$ cat src/rtl/msx_cart_bus_bridge.sv
// Bridge from the asynchronous MSX cartridge bus to the internal req/ack device bus.
// Define MSXBUS_TIMEOUT_EN to build the REQ-state timeout abort and sticky timeout_flag.
module msx_cart_bus_bridge #(
    parameter int ADDR_W         = 2,
    parameter int SYNC_STAGES    = 2,
    parameter int STARTUP_WAIT   = 16,
    parameter int TIMEOUT_CYCLES = 255
) (
    input  logic              clk,
    input  logic              reset,
    input  logic              n_ce,
    input  logic              n_trd,
    input  logic              n_twr,
    input  logic [ADDR_W-1:0] ta,
    input  logic [7:0]        td_in,
    output logic [7:0]        td_out,
    output logic              td_oe,
    output logic              tdir,
    output logic              twait,
    output logic              bus_req,
    input  logic              bus_ack,
    output logic              bus_wr,
    output logic [ADDR_W-1:0] bus_address,
    output logic [7:0]        bus_wdata,
    input  logic [7:0]        bus_rdata,
    output logic              timeout_flag
);
    localparam int SW_W = (STARTUP_WAIT > 1) ? $clog2(STARTUP_WAIT) : 1;

    if (SYNC_STAGES < 2) begin : g_bad_sync
        $error("SYNC_STAGES must be at least 2");
    end
    if (TIMEOUT_CYCLES < 1 || TIMEOUT_CYCLES > 255) begin : g_bad_timeout
        $error("TIMEOUT_CYCLES must be in 1..255");
    end

    typedef enum logic [2:0] {
        ST_STARTUP,
        ST_IDLE,
        ST_REQ,
        ST_HOLD,
        ST_REL
    } state_t;

    state_t                 state_q;
    logic [SW_W-1:0]        start_cnt_q;
    logic [SYNC_STAGES-1:0] ce_sync_q, rd_sync_q, wr_sync_q;
    logic [7:0]             td_out_q, bus_wdata_q;
    logic [ADDR_W-1:0]      bus_address_q;
    logic                   td_oe_q, tdir_q, twait_q, bus_req_q, bus_wr_q;
    logic                   block_q, rel_seen_q;
    logic                   sce, srd, swr, start, released;

    // Strobes idle high, so every sync stage resets to 1.
    always_ff @(posedge clk or posedge reset) begin
        if (reset) begin
            ce_sync_q <= '1;
            rd_sync_q <= '1;
            wr_sync_q <= '1;
        end else begin
            ce_sync_q <= {ce_sync_q[SYNC_STAGES-2:0], n_ce};
            rd_sync_q <= {rd_sync_q[SYNC_STAGES-2:0], n_trd};
            wr_sync_q <= {wr_sync_q[SYNC_STAGES-2:0], n_twr};
        end
    end

    assign sce      = ce_sync_q[SYNC_STAGES-1];
    assign srd      = rd_sync_q[SYNC_STAGES-1];
    assign swr      = wr_sync_q[SYNC_STAGES-1];
    assign start    = ~sce & (srd ^ swr);
    assign released = sce | (srd & swr);

`ifdef MSXBUS_TIMEOUT_EN
    localparam logic [7:0] TO_LAST = 8'(TIMEOUT_CYCLES - 1);
    logic [7:0] to_cnt_q;
    logic       timeout_q;
    assign timeout_flag = timeout_q;
`else
    assign timeout_flag = 1'b0;
`endif

    always_ff @(posedge clk or posedge reset) begin
        if (reset) begin
            state_q       <= ST_STARTUP;
            start_cnt_q   <= '0;
            td_out_q      <= 8'h00;
            td_oe_q       <= 1'b0;
            tdir_q        <= 1'b0;
            twait_q       <= 1'b1;
            bus_req_q     <= 1'b0;
            bus_wr_q      <= 1'b0;
            bus_address_q <= '0;
            bus_wdata_q   <= 8'h00;
            block_q       <= 1'b0;
            rel_seen_q    <= 1'b0;
`ifdef MSXBUS_TIMEOUT_EN
            to_cnt_q      <= 8'h00;
            timeout_q     <= 1'b0;
`endif
        end else begin
            // Both strobes low is illegal; stay locked out until both are seen high again.
            if (~srd & ~swr)
                block_q <= 1'b1;
            else if (srd & swr)
                block_q <= 1'b0;

            case (state_q)
                ST_STARTUP: begin
                    if (start_cnt_q == SW_W'(STARTUP_WAIT - 1)) begin
                        twait_q <= 1'b0;
                        state_q <= ST_IDLE;
                    end else begin
                        start_cnt_q <= start_cnt_q + 1'b1;
                    end
                end
                ST_IDLE: begin
                    if (start && !block_q) begin
                        twait_q       <= 1'b1;
                        bus_address_q <= ta;
                        bus_wdata_q   <= td_in;
                        bus_wr_q      <= ~swr;
                        bus_req_q     <= 1'b1;
                        rel_seen_q    <= 1'b0;
                        state_q       <= ST_REQ;
`ifdef MSXBUS_TIMEOUT_EN
                        to_cnt_q      <= 8'h00;
`endif
                    end
                end
                ST_REQ: begin
                    // MSX may drop the strobe despite WAIT; remember it so read data is discarded.
                    if (released)
                        rel_seen_q <= 1'b1;
                    if (bus_ack) begin
                        bus_req_q <= 1'b0;
                        twait_q   <= 1'b0;
                        if (released || rel_seen_q) begin
                            state_q <= ST_REL;
                        end else begin
                            if (!bus_wr_q) begin
                                td_out_q <= bus_rdata;
                                td_oe_q  <= 1'b1;
                                tdir_q   <= 1'b1;
                            end
                            state_q <= ST_HOLD;
                        end
                    end
`ifdef MSXBUS_TIMEOUT_EN
                    else if (to_cnt_q == TO_LAST) begin
                        bus_req_q <= 1'b0;
                        twait_q   <= 1'b0;
                        timeout_q <= 1'b1;
                        if (released || rel_seen_q) begin
                            state_q <= ST_REL;
                        end else begin
                            if (!bus_wr_q) begin
                                td_out_q <= 8'hFF;
                                td_oe_q  <= 1'b1;
                                tdir_q   <= 1'b1;
                            end
                            state_q <= ST_HOLD;
                        end
                    end else begin
                        to_cnt_q <= to_cnt_q + 8'd1;
                    end
`endif
                end
                ST_HOLD: begin
                    if (released)
                        state_q <= ST_REL;
                end
                ST_REL: begin
                    td_oe_q <= 1'b0;
                    tdir_q  <= 1'b0;
                    state_q <= ST_IDLE;
                end
                default: state_q <= ST_IDLE;
            endcase
        end
    end

    assign td_out      = td_out_q;
    assign td_oe       = td_oe_q;
    assign tdir        = tdir_q;
    assign twait       = twait_q;
    assign bus_req     = bus_req_q;
    assign bus_wr      = bus_wr_q;
    assign bus_address = bus_address_q;
    assign bus_wdata   = bus_wdata_q;
endmodule
$ cat config.mk
export PLATFORM = sky130hd
export DESIGN_NAME = msx_cart_bus_bridge
export DESIGN_NICKNAME = d
export VERILOG_FILES = /design/src/rtl/msx_cart_bus_bridge.sv
export SDC_FILE = /design/constraint.sdc
export NUM_CORES = 1
export LEC_CHECK = 0
export ABC_AREA = 1
export BUFFER_PORTS_ARGS = -buffer_cell sky130_fd_sc_hd__buf_4
export CORE_MARGIN = 2
export CORE_UTILIZATION = 46
export DETAILED_ROUTE_END_ITERATION = 12
export PLACE_DENSITY = 0.75
export SYNTH_ARGS = -nofsm -noshare
export SYNTH_HDL_FRONTEND = slang
export SYNTH_SLANG_ARGS = --single-unit
$ cat constraint.sdc
create_clock -name clk -period 1.4 [get_ports clk]
set_input_delay 0.21 -clock clk [delete_from_list [all_inputs] [get_ports clk]]
set_output_delay 0.21 -clock clk [all_outputs]
set_load 0.02 [all_outputs]
## Word level (Yosys, flattened, before mapping)

Index checks and enable logic that the tools add are counted.
W data, S select, Z words.

| operators by class | value |
|---|---|
| add/subtract/negate cells | 1 |
| $mul | 0 |
| divide/modulo/power cells | 0 |
| order comparisons | 0 |
| eq/ne operators | 12 |
| shift-type cells | 0 |
| muxes and demuxes | 20 |
| bitwise gates (word level) | 11 |
| reduce and logical (&&, ||, !) cells | 16 |

Operators by type and width:

| operator | number |
|---|---|
| $reduce_and A4 Y1 | 4 |
| $mux W3 | 5 |
| $ne A2 B2 Y1 const B | 7 |
| $pmux W3 S4 | 1 |
| $mux W1 | 10 |
| $eq A3 B2 Y1 const B | 2 |
| $not A1 Y1 | 6 |
| $pmux W1 S2 | 3 |
| $reduce_and A3 Y1 | 2 |
| $reduce_bool A2 Y1 | 3 |
| $add A4 B1 Y4 const B | 1 |
| $eq A4 B4 Y1 const B | 1 |
| $reduce_and A2 Y1 | 2 |
| $and A1 B1 Y1 | 3 |
| $eq A3 B1 Y1 const B | 1 |
| $eq A3 B3 Y1 const B | 1 |
| $logic_not A3 Y1 | 1 |
| $pmux W1 S3 | 1 |
| $reduce_bool A3 Y1 | 1 |
| $logic_and A1 B1 Y1 | 1 |
| $logic_not A1 Y1 | 1 |
| $logic_or A1 B1 Y1 | 1 |
| $or A1 B1 Y1 | 1 |
| $xor A1 B1 Y1 | 1 |

| storage, ports and cells | value |
|---|---|
| bits in registers | 37 |
| bits in latches | 0 |
| bits in writable memories | 0 |
| ROM bits | 0 |
| input bits | 24 |
| output and inout bits | 24 |
| logic and storage cells | 74 |
| memories | 0 |

## Logic depth before layout (Yosys ltp)

| depth | value |
|---|---|
| depth after elaboration | 6 |
| gate-level depth with buffers | 8 |
| gate-level depth less buffers | 8 |

## Worst setup path after synthesis

No wires, ideal clock.

| timing | value |
|---|---|
| kind | flip-flop to flip-flop |
| start point | reg wr_sync_q[1] |
| end point | reg bus_address_q[0] (netlist: bus_address[0]) |
| setup time | 0.117 ns |
| arrival | 1.366 ns |
| data required time | 1.283 ns |
| setup slack | -0.083 ns |
| stages on the path, launching flop included | 9 |
| buffers on the path | 1 |
| period minus slack after synthesis | 1.483 ns |
| cells stage by stage | dfstp_2 inv_1 ha_1 nand3_1 nor2_4 inv_2 buf_6 nand2_1 nand2_1 |

| between the ends | value |
|---|---|
| word-level cells in the longest chain between the ends | 4 |

RTL lines:

| item | RTL line | text |
|---|---|---|
| start, declared | 47 | `logic [SYNC_STAGES-1:0] ce_sync_q, rd_sync_q, wr_sync_q;` |
| start signal, assigned | 63 | `wr_sync_q <= {wr_sync_q[SYNC_STAGES-2:0], n_twr};` |
| $xor A1 B1 Y1 | 70 | `assign start = ~sce & (srd ^ swr);` |
| $and A1 B1 Y1 | 70 |  |
| $logic_and A1 B1 Y1 | 117 | `if (start && !block_q) begin` |
| $reduce_and A2 Y1 (no source line) | -- |  |
| end signal, assigned | 119 | `bus_address_q <= ta;` |
| end, declared | 49 | `logic [ADDR_W-1:0] bus_address_q;` |

Every way passes these cells.
A chain may end at the register's enable or synchronous reset.

## Worst setup path after layout

| timing | value |
|---|---|
| start point | reg wr_sync_q[1] |
| end point | reg rel_seen_q |

| between the ends | value |
|---|---|
| word-level cells in the longest chain between the ends | 5 |
| elaborated cells between the ends (all ways) | 8 |
| classes of those cells | eq/ne (2); bitwise (4); reduce/logical (2) |

RTL lines:

| item | RTL line | text |
|---|---|---|
| $xor A1 B1 Y1 | 70 |  |
| $and A1 B1 Y1 | 70 |  |
| $logic_and A1 B1 Y1 | 117 |  |
| $ne A2 B2 Y1 (no source line) | -- |  |
| $reduce_and A3 Y1 (no source line) * | -- |  |
| end signal, assigned | 95 | `rel_seen_q <= 1'b0;` |
| end signal, assigned | 123 | `rel_seen_q <= 1'b0;` |
| end signal, assigned | 133 | `rel_seen_q <= 1'b1;` |
| end, declared | 51 | `logic block_q, rel_seen_q;` |

Mark *: on every way between the ends. The rest lies on a longest branch, timed or not.

==> results.txt <==
- Status: complete, but fails checks
* Failing checks: setup timing
- Dividing the detail-routed wire length by the instance count gives between 10 and 15 µm.
- IR drop worst, VDD: 1110 µV
- In this run the cell area measured after placement is 2100 µm².
* Grt ovf: 0
* Floorplan Core Area: about 3400 µm²
* Distinct cell type count after synthesis: 26
* Fraction of final layout cells sized beyond drive strength 1: 0.374
- Summed over all nets, the half-perimeter wirelength after detailed placement is between 2000 and 2500 µm.
- Total power density per cell area: 2010 nW/µm²
* Comb pwr share: 0.443
- With fillers left out, the area of the finished cells amounts to about 2300 µm².
* Worst setup skew after layout: approximately 0.0063 ns
* Initial Util: 0.484
- Cell accounting for the most synthesized area: dfrtp_1
- Main synth FF type: dfrtp_1
- Final slew viol count: 0
- The tree is rooted in a clkbuf_4.
* Site row count: 21
* Die ar.: slightly above 4000 µm²
- MaxCap Viol Count: 0
* Worst setup EP type: register
* DR pass1 iterations: 4
- CP arrival: between 1.5 and 2 ns
- Timing would allow up to 667 MHz.
- The number of global-route vias before repair came to 1262.
- Net switching share of the total power: 0.396
- Buffer levels on the longest clock path: 2
* Fraction of the cycle the final worst path needs: 1.07
* Number of antenna violations at the first check in global routing: 0
- Die width: between 60 and 70 µm
- Most common cell in the synthesized netlist: nand2_1
- The mapped netlist covers roughly 1600 µm².
- After the first detailed-routing iteration, the DRC count stood at 56.
- In this run the number of H-tree levels came out at 2.
- Count of mapped cells out of synthesis: 180
- The routed layout has around 1300 vias.
- Number of hold violations in the final report: 0
- Once routing completed, OpenROAD measured the worst setup slack at -0.0994 ns.
- Counting flops with an async set or reset pin after synthesis yields a share of 1.00.
* Required @ worst endpoint: ~1.6 ns
- Hold-critical path depth: 3
* Worst-skew pair later-pin latency: about 0.33 ns
- Die height: 63.7 µm
- Launch point of the worst hold path: td_in[1]
- CP Class: reg -> reg
- Post-route DRC: 0
* Via density: between 4 and 5
- Count of flip-flops with a built-in enable after synthesis: 0
* Worst Hold Class: in -> reg
* Number of buffers added by the clock tree synthesis step: 5
* ANT nets after route: 0
- Final GP Congestion: roughly 0.75
* Type of origin of the critical path: register
- Total global routing track utilization: 0.177
- The share of total power dissipated in sequential elements is 0.392.
- Synth-to-Final Area Change: 39.8%
- Flip-flop and latch count after synthesis: 37
- Maximum number of pins on one net before global-route repair: 38
* Fraction of post-synthesis cell area in the top cell type by area: 0.458
- Area contributors post-synth: dfrtp_1 46%, nand2_1 15%, dfstp_2 11%
- Io pins: 48
- Final count of negative-setup-slack endpoints: 13
- Setup repair after global routing could not meet its margin everywhere.
- Min Clock Period, post-route: around 1.5 ns
* Post-synthesis area per instance: a little over 9 µm²
- Yosys Warn Count: 0
- Count of buffers inserted at the top-level ports: 46
* NetSw: between 0.0015 and 0.002 W
- Clock tree from TritonCTS: yes
* Synthesized net count: 207
* Cell-internal power: around 0.0028 W
* Number of fill cells in the layout: between 200 and 300
- Launch instance of the worst register-to-register path: wr_sync_q[1]
- Clock group share of total power: 0.165
* Total routed wirelength: 3150 µm
- 0 antenna diodes ended up in the layout.
- After clock tree synthesis, the clock-pin slew on the worst setup and hold paths is between 0.1 and 0.15 ns.
* CP max FO: 3
- Number of cells on the worst reg-to-reg path: 7
* TNS Setup: -0.370 ns
- Clock tree synthesis found a total of 37 sinks.
* Most instantiated cells after synthesis: 67 x nand2_1, 30 x dfrtp_1, 15 x inv_1, 14 x nand3_1, 12 x nor2_1
* Share of synthesized area occupied by flip-flops and latches: 0.570
* Leak Pwr: 1.23 nW
* Wire length of the first global-routing pass: roughly 5500 µm
- Critical path startpoint: wr_sync_q[1]
- Number of nets in the final layout: between 200 and 300
-- layout make-up --
cell class / count / area, µm² / share of cell area
well taps: 46 / 57.6 / 0.0251
clock inverters: 1 / 30.0 / 0.0131
multi-input cells: 122 / 667 / 0.291
flip-flops and latches: 37 / 935 / 0.408
inverters: 17 / 66.3 / 0.0289
repair buffers: 59 / 480 / 0.210
clock buffers: 7 / 55.1 / 0.0240
-- layer usage --
layer  GRT usage  part of all wire  vias to the layer above
met5           0                 0                        -
met4      0.0652             0.013                        0
met3      0.0750             0.064                        5
met2       0.283              0.50                       38
met1       0.212              0.42                      598
li1            -                 -                      685
-- flip-flops by register name, indices dropped and copies added (netlist names) --
signal       cells
bus_req          1
rel_seen_q       1
start_cnt_q      4
ce_sync_q        2
bus_wr           1
rd_sync_q        2
block_q          1
wr_sync_q        2
td_out           8
bus_address      2
state_q          3
twait            1
bus_wdata        8
tdir             1
-- power by group through the flow --
| stage | sequential [W] | combinational (W) | clock (W) |
|---|---|---|---|
| 3_5_place_dp | 0.00181 | 0.00198 | 0 |
| 4_1_cts | 0.00180 | 0.00201 | 0.000779 |
| 3_3_place_gp | 0.00181 | 0.00195 | 0 |
| 2_1_floorplan | 0.00210 | 0.000968 | 0 |
| 6_report | 0.00180 | 0.00204 | 0.000757 |
| 5_1_grt | 0.00186 | 0.00225 | 0.000836 |
-- through the flow --
stage | setup WS, ns | hold slack, ns | util | power [W] | instances
after CTS | -0.0602 | 0.0477 | 0.660 | 0.00459 | 287
after global placement | -0.0205 | 0.279 | 0.619 | 0.00376 | 275
after detailed placement | -0.0783 | 0.294 | 0.619 | 0.00379 | 275
after floorplan | -0.0112 | 0.214 | - | 0.00307 | 180
final | -0.0994 | 0.0629 | 0.676 | 0.00460 | 289
after global routing | -0.170 | 0.0455 | 0.676 | 0.00494 | 289
-- worst max-delay path, cell delays in order (launching register included) --
cell and delay [ns]:
dfstp_2 0.56, inv_2 0.05, ha_4 0.28, nand3_4 0.07, nor2_4 0.16, buf_4 0.14
buf_6 0.08, o22ai_1 0.05
-- path summary, 6_finish.rpt --
| check | to | slack, ns |
|---|---|---|
| max | rel_seen_q | -0.1 |
| min | bus_wdata[1] | 0.06 |
| max reg2reg | rel_seen_q | -0.1 |
| min reg2reg | ce_sync_q[1] | 0.36 |
| max in group asynchronous | rd_sync_q[1] | 0.66 |
| min in group asynchronous | td_out[7] | 0.48 |
-- layout by cell type, fill, tap and decap left out, types with 4 or more instances in the layout --
master         Yosys  final
buf_4              4     50
buf_6              1      4
dfrtp_1           30     30
nand3_1           14     13
nor2_1            12     11
dlygate4sd3_1      0      4
inv_1             15     13
dfstp_2            7      7
a21oi_1            4      4
nand2_1           67     63
clkbuf_4           0      5
-- kinds of logic (layout without fill, tap and decap cells) --
logic type | after synthesis | in the layout | share of synthesized area
other | 1 | 1 | 0.00229
adder cells (fa/ha/maj) | 3 | 3 | 0.0229
AO/OA/AOI/OAI | 12 | 12 | 0.0443
AND/OR/NAND/NOR | 103 | 104 | 0.285
flip-flops | 37 | 37 | 0.570
XOR/XNOR | 2 | 2 | 0.0107
buffers and inverters | 22 | 84 | 0.0641
-- repair_timing --
action | CTS | global route
hold endpoints to repair | 33 | 0
pin swaps | 2 | 6
cloned | 0 | 1
resized for setup | 5 | 8
setup buffers | 0 | 1
hold buffers | 4 | 0
endpoints found under the setup margin | 21 | 20
(Power assumes the default switching activity.)
